**src/rtl/ddr_pkg.sv**
```systemverilog
// Shared types and helpers for the arrow lane playfield column.
// Provides the hold-timer reload function, a row-index type and the
// per-cycle score event encoding used by arrow_lane.
package ddr_pkg;

  // Width of the light_speed hold-time select.
  localparam int SPEED_W = 4;

  // Row index into a lane; row 0 is the spawn row.
  typedef int unsigned row_idx_t;

  // At most one scoring event can occur per cycle: a hit clears the top row
  // before the shift, and a fault implies the top row was already empty, so
  // neither can coincide with a miss.
  typedef enum logic [1:0] {
    EV_NONE,
    EV_HIT,
    EV_MISS,
    EV_FAULT
  } score_event_e;

  // Timer reload value: {1, speed} scaled up so the top five bits of the
  // hold timer carry the select. Callers truncate to their own HOLD_W.
  function automatic logic [31:0] hold_reload(input logic [SPEED_W-1:0] speed,
                                              input int hold_w);
    logic [31:0] base;
    base = {27'd0, 1'b1, speed};
    return base << (hold_w - 5);
  endfunction

endpackage

```
**src/rtl/lane_tick_timer.sv**
```systemverilog
// Programmable hold timer that paces arrow movement along a lane.
// Ports: clk/reset; run (lane busy) enables counting; light_speed selects
// the reload; tick is a combinational strobe in the cycle the count hits 0.
module lane_tick_timer
  import ddr_pkg::*;
#(
  parameter int HOLD_W = 9
) (
  input  logic               clk,
  input  logic               reset,
  input  logic               run,
  input  logic [SPEED_W-1:0] light_speed,
  output logic               tick
);

  logic [HOLD_W-1:0] reload;
  logic [HOLD_W-1:0] timer_d;
  logic [HOLD_W-1:0] timer_q;

  assign reload = HOLD_W'(hold_reload(light_speed, HOLD_W));

  // Idle lanes park the timer at reload, so the first tick after a spawn
  // always lands a full period later.
  always_comb begin
    tick    = 1'b0;
    timer_d = timer_q;
    if (!run) begin
      timer_d = reload;
    end else if (timer_q == '0) begin
      tick    = 1'b1;
      timer_d = reload;
    end else begin
      timer_d = timer_q - HOLD_W'(1);
    end
  end

  always_ff @(posedge clk) begin
    if (reset) begin
      timer_q <= reload;
    end else begin
      timer_q <= timer_d;
    end
  end

endmodule

```
**src/rtl/arrow_lane.sv**
```systemverilog
// One playfield column: arrows spawn at row 0, climb one row per tick and
// are scored at the top row against rising edges of the player button.
// Ports: spawn/light_speed/user_press in; pxls row image, registered
// hit/miss/fault/spawn_drop pulses, saturating counters and busy out.
module arrow_lane
  import ddr_pkg::*;
#(
  parameter int DEPTH  = 8,
  parameter int PIX_W  = 4,
  parameter int HOLD_W = 9,
  parameter int CNT_W  = 8
) (
  input  logic                   clk,
  input  logic                   reset,
  input  logic                   spawn,
  input  logic [SPEED_W-1:0]     light_speed,
  input  logic                   user_press,
  output logic [DEPTH*PIX_W-1:0] pxls,
  output logic                   hit,
  output logic                   miss,
  output logic                   fault,
  output logic                   spawn_drop,
  output logic [CNT_W-1:0]       hit_count,
  output logic [CNT_W-1:0]       miss_count,
  output logic                   busy
);

  logic [DEPTH-1:0] occ_d, occ_q;
  logic             pending_d, pending_q;
  logic             press_d, press_q;
  logic             drop_d, drop_q;
  score_event_e     ev_d, ev_q;
  logic [CNT_W-1:0] hit_cnt_d, hit_cnt_q;
  logic [CNT_W-1:0] miss_cnt_d, miss_cnt_q;

  logic             tick;
  logic             press_edge;
  logic [DEPTH-1:0] occ_scored;

  assign busy = (|occ_q) | pending_q;

  lane_tick_timer #(
    .HOLD_W (HOLD_W)
  ) u_timer (
    .clk         (clk),
    .reset       (reset),
    .run         (busy),
    .light_speed (light_speed),
    .tick        (tick)
  );

  always_comb begin
    press_d    = user_press;
    press_edge = user_press & ~press_q;
    occ_scored = occ_q;
    ev_d       = EV_NONE;

    // Scoring is applied before the shift so a press on a tick cycle
    // removes the arrow before it could exit as a miss.
    if (press_edge) begin
      if (occ_q[DEPTH-1]) begin
        occ_scored[DEPTH-1] = 1'b0;
        ev_d                = EV_HIT;
      end else begin
        ev_d = EV_FAULT;
      end
    end

    occ_d     = occ_scored;
    pending_d = pending_q | spawn;
    drop_d    = spawn & pending_q;

    // On a tick the pending arrow drains into row 0, which frees the slot
    // for a same-cycle spawn without dropping it.
    if (tick) begin
      occ_d     = {occ_scored[DEPTH-2:0], pending_q};
      pending_d = spawn;
      drop_d    = 1'b0;
      if (occ_scored[DEPTH-1]) begin
        ev_d = EV_MISS;
      end
    end

    hit_cnt_d  = hit_cnt_q;
    miss_cnt_d = miss_cnt_q;
    if ((ev_d == EV_HIT) && !(&hit_cnt_q)) begin
      hit_cnt_d = hit_cnt_q + CNT_W'(1);
    end
    if ((ev_d == EV_MISS) && !(&miss_cnt_q)) begin
      miss_cnt_d = miss_cnt_q + CNT_W'(1);
    end
  end

  always_ff @(posedge clk) begin
    if (reset) begin
      occ_q      <= '0;
      pending_q  <= 1'b0;
      press_q    <= 1'b0;
      drop_q     <= 1'b0;
      ev_q       <= EV_NONE;
      hit_cnt_q  <= '0;
      miss_cnt_q <= '0;
    end else begin
      occ_q      <= occ_d;
      pending_q  <= pending_d;
      press_q    <= press_d;
      drop_q     <= drop_d;
      ev_q       <= ev_d;
      hit_cnt_q  <= hit_cnt_d;
      miss_cnt_q <= miss_cnt_d;
    end
  end

  always_comb begin
    pxls = '0;
    for (row_idx_t r = 0; r < DEPTH; r++) begin
      pxls[r*PIX_W +: PIX_W] = {PIX_W{occ_q[r]}};
    end
  end

  assign hit        = (ev_q == EV_HIT);
  assign miss       = (ev_q == EV_MISS);
  assign fault      = (ev_q == EV_FAULT);
  assign spawn_drop = drop_q;
  assign hit_count  = hit_cnt_q;
  assign miss_count = miss_cnt_q;

endmodule

```
**config.mk**
```make
export PLATFORM = sky130hd
export DESIGN_NAME = arrow_lane
export DESIGN_NICKNAME = d
export VERILOG_FILES = /design/src/rtl/ddr_pkg.sv /design/src/rtl/lane_tick_timer.sv /design/src/rtl/arrow_lane.sv
export SDC_FILE = /design/constraint.sdc
export NUM_CORES = 1
export LEC_CHECK = 0
export ABC_AREA = 0
export ABC_CLOCK_PERIOD_IN_PS = 3800
export CAP_MARGIN = 20
export CORE_MARGIN = 3
export CORE_UTILIZATION = 35
export CTS_CLUSTER_SIZE = 25
export DETAILED_ROUTE_END_ITERATION = 6
export PLACE_DENSITY = 0.71
export SLEW_MARGIN = 20
export SYNTH_ARGS = -nofsm -noshare
export SYNTH_HDL_FRONTEND = slang
export SYNTH_HIERARCHICAL = 1
export SYNTH_SLANG_ARGS = --single-unit
```
**constraint.sdc**
```tcl
create_clock -name clk -period 3.8 [get_ports clk]
set_input_delay 0.95 -clock clk [delete_from_list [all_inputs] [get_ports clk]]
set_output_delay 0.95 -clock clk [all_outputs]
set_load 0.005 [all_outputs]
```
# Word-level counts from Yosys, hierarchy flattened
# Index checks and enable logic that the tools add are counted.
# op_classes
addsub,3
reduce_logical,10
n_eq_ne,5
bitwise_logic,6
mux,12
# op_table
op,n
$mux 8,4
$add 8x1->8 const B,2
$reduce_and 8->1,2
$logic_not 9->1,1
$sub 9x1->9 const B,1
$mux 2,4
$reduce_or 8->1,1
$eq 2x2->1 const B,3
$eq 2x1->1 const B,2
$mux 1,4
$reduce_or 3->1,1
$and 1x1->1,2
$logic_and 1x1->1,2
$logic_not 1->1,2
$not 1->1,2
$or 1x1->1,2
$reduce_or 2->1,1
# totals
in_bits,8
ff_bits,38

# Depth between registers and ports, before layout
# depth
ltp_word,7
mapped_depth,11

# Modules after synthesis
# The synthesis kept the hierarchy.
# by_module_without_submodules
module,area_each_um2,cells_per_inst,instances
arrow_lane,1532.7,174,1
lane_tick_timer,427.9,40,1

# Worst setup path after synthesis
# OpenSTA, ideal clock, no wires.
# synth_timing
kind,flip-flop to flip-flop
from,register u_timer.timer_q[0]
to,register miss_cnt_q[7] (netlist: miss_count[7])
path_slack_ns,1.123
path_stages_with_launch,11
setup_ns,0.070
t_arrival_ns,2.606
path_cell_list,dfxtp_1 inv_1 ha_1 or2b_2 or3b_4 nor3b_1 nand2b_1 o22a_1 buf_6 or4_1 a21oi_1
# synth_via
elab_chain_len,6
# synth_rtl
item,line,rtl
from (decl),lane_tick_timer.sv:18,logic [HOLD_W-1:0] timer_q;
from (signal assigned),lane_tick_timer.sv:39,timer_q <= reload;
from (signal assigned),lane_tick_timer.sv:41,timer_q <= timer_d;
$logic_not 9->1,lane_tick_timer.sv:29,end else if (timer_q == '0) begin
$mux 1,lane_tick_timer.sv:29,
$mux 1,lane_tick_timer.sv:27,if (!run) begin
named net tick,arrow_lane.sv:36,logic tick;
$mux 2,arrow_lane.sv:75,if (tick) begin
$eq 2x2->1,arrow_lane.sv:89,if ((ev_d == EV_MISS) && !(&miss_cnt_q)) begin
$logic_and 1x1->1,arrow_lane.sv:89,
to (signal assigned),arrow_lane.sv:110,miss_cnt_q <= miss_cnt_d;
to (decl),arrow_lane.sv:34,"logic [CNT_W-1:0] miss_cnt_d, miss_cnt_q;"
# The timed path passes the listed nets, and every way through them passes these cells.
# A chain may end at the register's enable or synchronous reset.

# Worst setup path after layout
# layout_timing
from,register u_timer.timer_q[0]
to,register hit_cnt_q[7] (netlist: hit_count[7])
# layout_via
elab_chain_len,6
# layout_rtl
item,line,rtl
$logic_not 9->1,lane_tick_timer.sv:29,
$mux 1,lane_tick_timer.sv:29,
$mux 1,lane_tick_timer.sv:27,
named net tick,arrow_lane.sv:36,
$mux 2,arrow_lane.sv:75,
$eq 2x1->1,arrow_lane.sv:86,if ((ev_d == EV_HIT) && !(&hit_cnt_q)) begin
$logic_and 1x1->1,arrow_lane.sv:86,
to (signal assigned),arrow_lane.sv:109,hit_cnt_q <= hit_cnt_d;
to (decl),arrow_lane.sv:33,"logic [CNT_W-1:0] hit_cnt_d, hit_cnt_q;"
# The timed path passes the listed nets, and every way through them passes these cells.

==> results.cfg <==
[hold_path]
hold_path_end = u_timer/timer_q[0]
hold_depth = 1
hold_path_startpoint = u_timer/timer_q[0]
hold_path.class = reg -> reg

[global_route]
grtUsageTotal = 0.126
grt_pass1_wl_um = 6660
grt_pass1_vias = 1469
grt_antenna_before_repair = 0
gr-total-overflow = 0
grt_max_degree = 17

[synth]
synth_area_per_cell_um2 = 9.16
synth_area_leaders = dfxtp_1, buf_4, mux2i_1
syn_area_um2 = 1960
yosysTopAreaCell = dfxtp_1
ys_seq_area_frac = 0.388
yosysWarnings = 6
synth_seq_cells = 38
async_reset_ff_frac = 0
synth.top_cell.area_share = 0.388
synth_edf_count = 0
synth_cell_types = 43
synth_nets = 227
synth_cells = 214
synthFlopType = dfxtp_1

[clock_network]
clk_path_buf_depth = 2
post_cts_buffers = 0
hold_buffers = 0
cts_buffers = 5
cts_resized = 0
path_clk_slew_ps = 70
cts_root_buf = clkbuf_8
htree_levels = 2
clock-sinks = 38
clkLatencyLatePin_ps = 280
cts_tree = yes

[routing]
drt_iter0_drc = 79
ant_nets = 0
vias = 1581
dr.pass1.iters = 4
wl_per_cell_um = 12.1
routed_wl_um = 3920
drc_errors = 0
routed_via_density = 4.89

[layout]
drive_above_1_share = 0.0909
layout.nets = 265
fillers = 498
area_growth_pct = 29.9
diodes = 0
final_common_cell = clkdlybuf4s50_1
design_area_um2 = 2550
mostFrequentLayoutCells = clkdlybuf4s50_1, dfxtp_1, nor2_1
finish.utilization = 0.483

[timing]
fin_crit_ps = 3170
rsz0062_at_grt = false
tightestPinTransition_ps = 913
skew_ps = 2.54
slew_violations = 0
hold_viol_final = 0
post-route-period-util = 0.835
fmax_mhz = 315
slew_headroom = 0.389
setup_viol = 0
tns_ps = 0

[place]
placed_area_um2 = 2450
place_hpwl_um = 2900
routabilityCongestion = 0.823
port_buffers = 60

[setup_path]
arrival_ps = 3380
critical_path.top_delay_family = simple AND/OR/NAND/NOR gates
crit_buf_inv = 1
critPathSlowestCell = or4_1
worstReg2RegEnd = hit_count[7]
critPathKind = reg -> reg
max_stage_delay_ps = 620
r2r_slack_ps = 630
crit_required_ps = 4000
end_kind = flop
startpoint_type = flop
reg2reg_from = u_timer/timer_q[0]
crit_path_max_fanout = 16
r2r.worst_path.cells = 9
path_cells = inv_1, ha_1, or2b_2, or3b_4, nor3b_2, nand2b_1, o211ai_1, or4_1, a21oi_1

[die]
die_h_um = 80.8
rows = 26
core_area_um2 = 5270
die_area_um2 = 6540
initial_utilization = 0.372
die_w_um = 80.8
io_pins = 61

[run]
cap_violations = 0

[outcome]
status = finished clean

[power]
p_leak_nw = 0.859
vdd_drop_max_uv = 249
p_per_area_nw_per_um2 = 307
==> where the power goes <==
part | internal [W] | switching [W] | leakage [nW]
sequential | 0.000411 | 0.0000128 | 0.310
combinational | 0.0000451 | 0.0000359 | 0.501
clock | 0.000146 | 0.000131 | 0.0482
==> cells by family (layout without fill, tap and decap cells) <==
| family | after synthesis | count (layout) | synth area share |
|---|---|---|---|
| AO/OA/AOI/OAI | 37 | 37 | 0.126 |
| AND/OR/NAND/NOR | 74 | 74 | 0.216 |
| XOR/XNOR | 6 | 6 | 0.0268 |
| flip-flops | 38 | 38 | 0.388 |
| adder cells (fa/ha/maj) | 5 | 5 | 0.0319 |
| multiplexers | 14 | 14 | 0.0823 |
| buffers and inverters | 40 | 79 | 0.129 |
==> state kept, by name (all words and copies together), names as in the netlist <==
name,count
occ_q,8
spawn_drop,1
u_timer/timer_q,9
ev_q,2
pending_q,1
miss_count,8
hit_count,8
press_q,1
==> worst max-delay path by stage <==
stage	startpoint	to	cells after the start	slack [ps]
2_1_floorplan	u_timer/timer_q[0]	miss_count[7]	10	1120
3_3_place_gp	user_press	hit_count[1]	8	710
3_5_place_dp	user_press	hit_count[0]	8	610
4_1_cts	u_timer/timer_q[0]	hit_count[7]	9	630
5_1_grt	u_timer/timer_q[0]	hit_count[7]	9	360
6_report	u_timer/timer_q[0]	hit_count[7]	9	630
==> through the flow <==
stage	setup slack (ps)	power, W	std cells	hold slack, ps
after floorplan	1120	0.000487	214	414
after global placement	708	0.000512	315	426
after detailed placement	610	0.000515	315	441
after CTS	633	0.000793	323	454
after global routing	362	0.000820	323	494
final	628	0.000782	323	457
==> area by class of cell <==
class / count / area, um2 / share of cell area
clock buffers: 7 / 86.3 / 0.0339
clock inverters: 1 / 5.00 / 0.00197
inverters: 9 / 33.8 / 0.0133
multi-input cells: 136 / 957 / 0.376
flip-flops and latches: 38 / 761 / 0.299
well taps: 70 / 87.6 / 0.0344
repair buffers: 62 / 616 / 0.242
==> routing by layer <==
layer	global-route usage	up-vias	routed length [um]
met4	0.0422	0	39
met3	0.0377	2	238
met1	0.161	719	1830
met5	0	-	0
met2	0.203	45	1810
li1	-	815	-
==> cells in the mapped netlist, types with 4 or more instances <==
| library cell | n |
|---|---|
| o31ai_1 | 10 |
| inv_1 | 7 |
| nor2b_1 | 6 |
| mux2_4 | 4 |
| or4_1 | 10 |
| nand2_1 | 8 |
| and2_1 | 4 |
| mux2i_1 | 9 |
| ha_1 | 5 |
| nor2_1 | 17 |
| nand3_1 | 7 |
| nor3_1 | 4 |
| buf_4 | 25 |
| dfxtp_1 | 38 |
| a21oi_1 | 16 |
(Power assumes the default switching activity.)
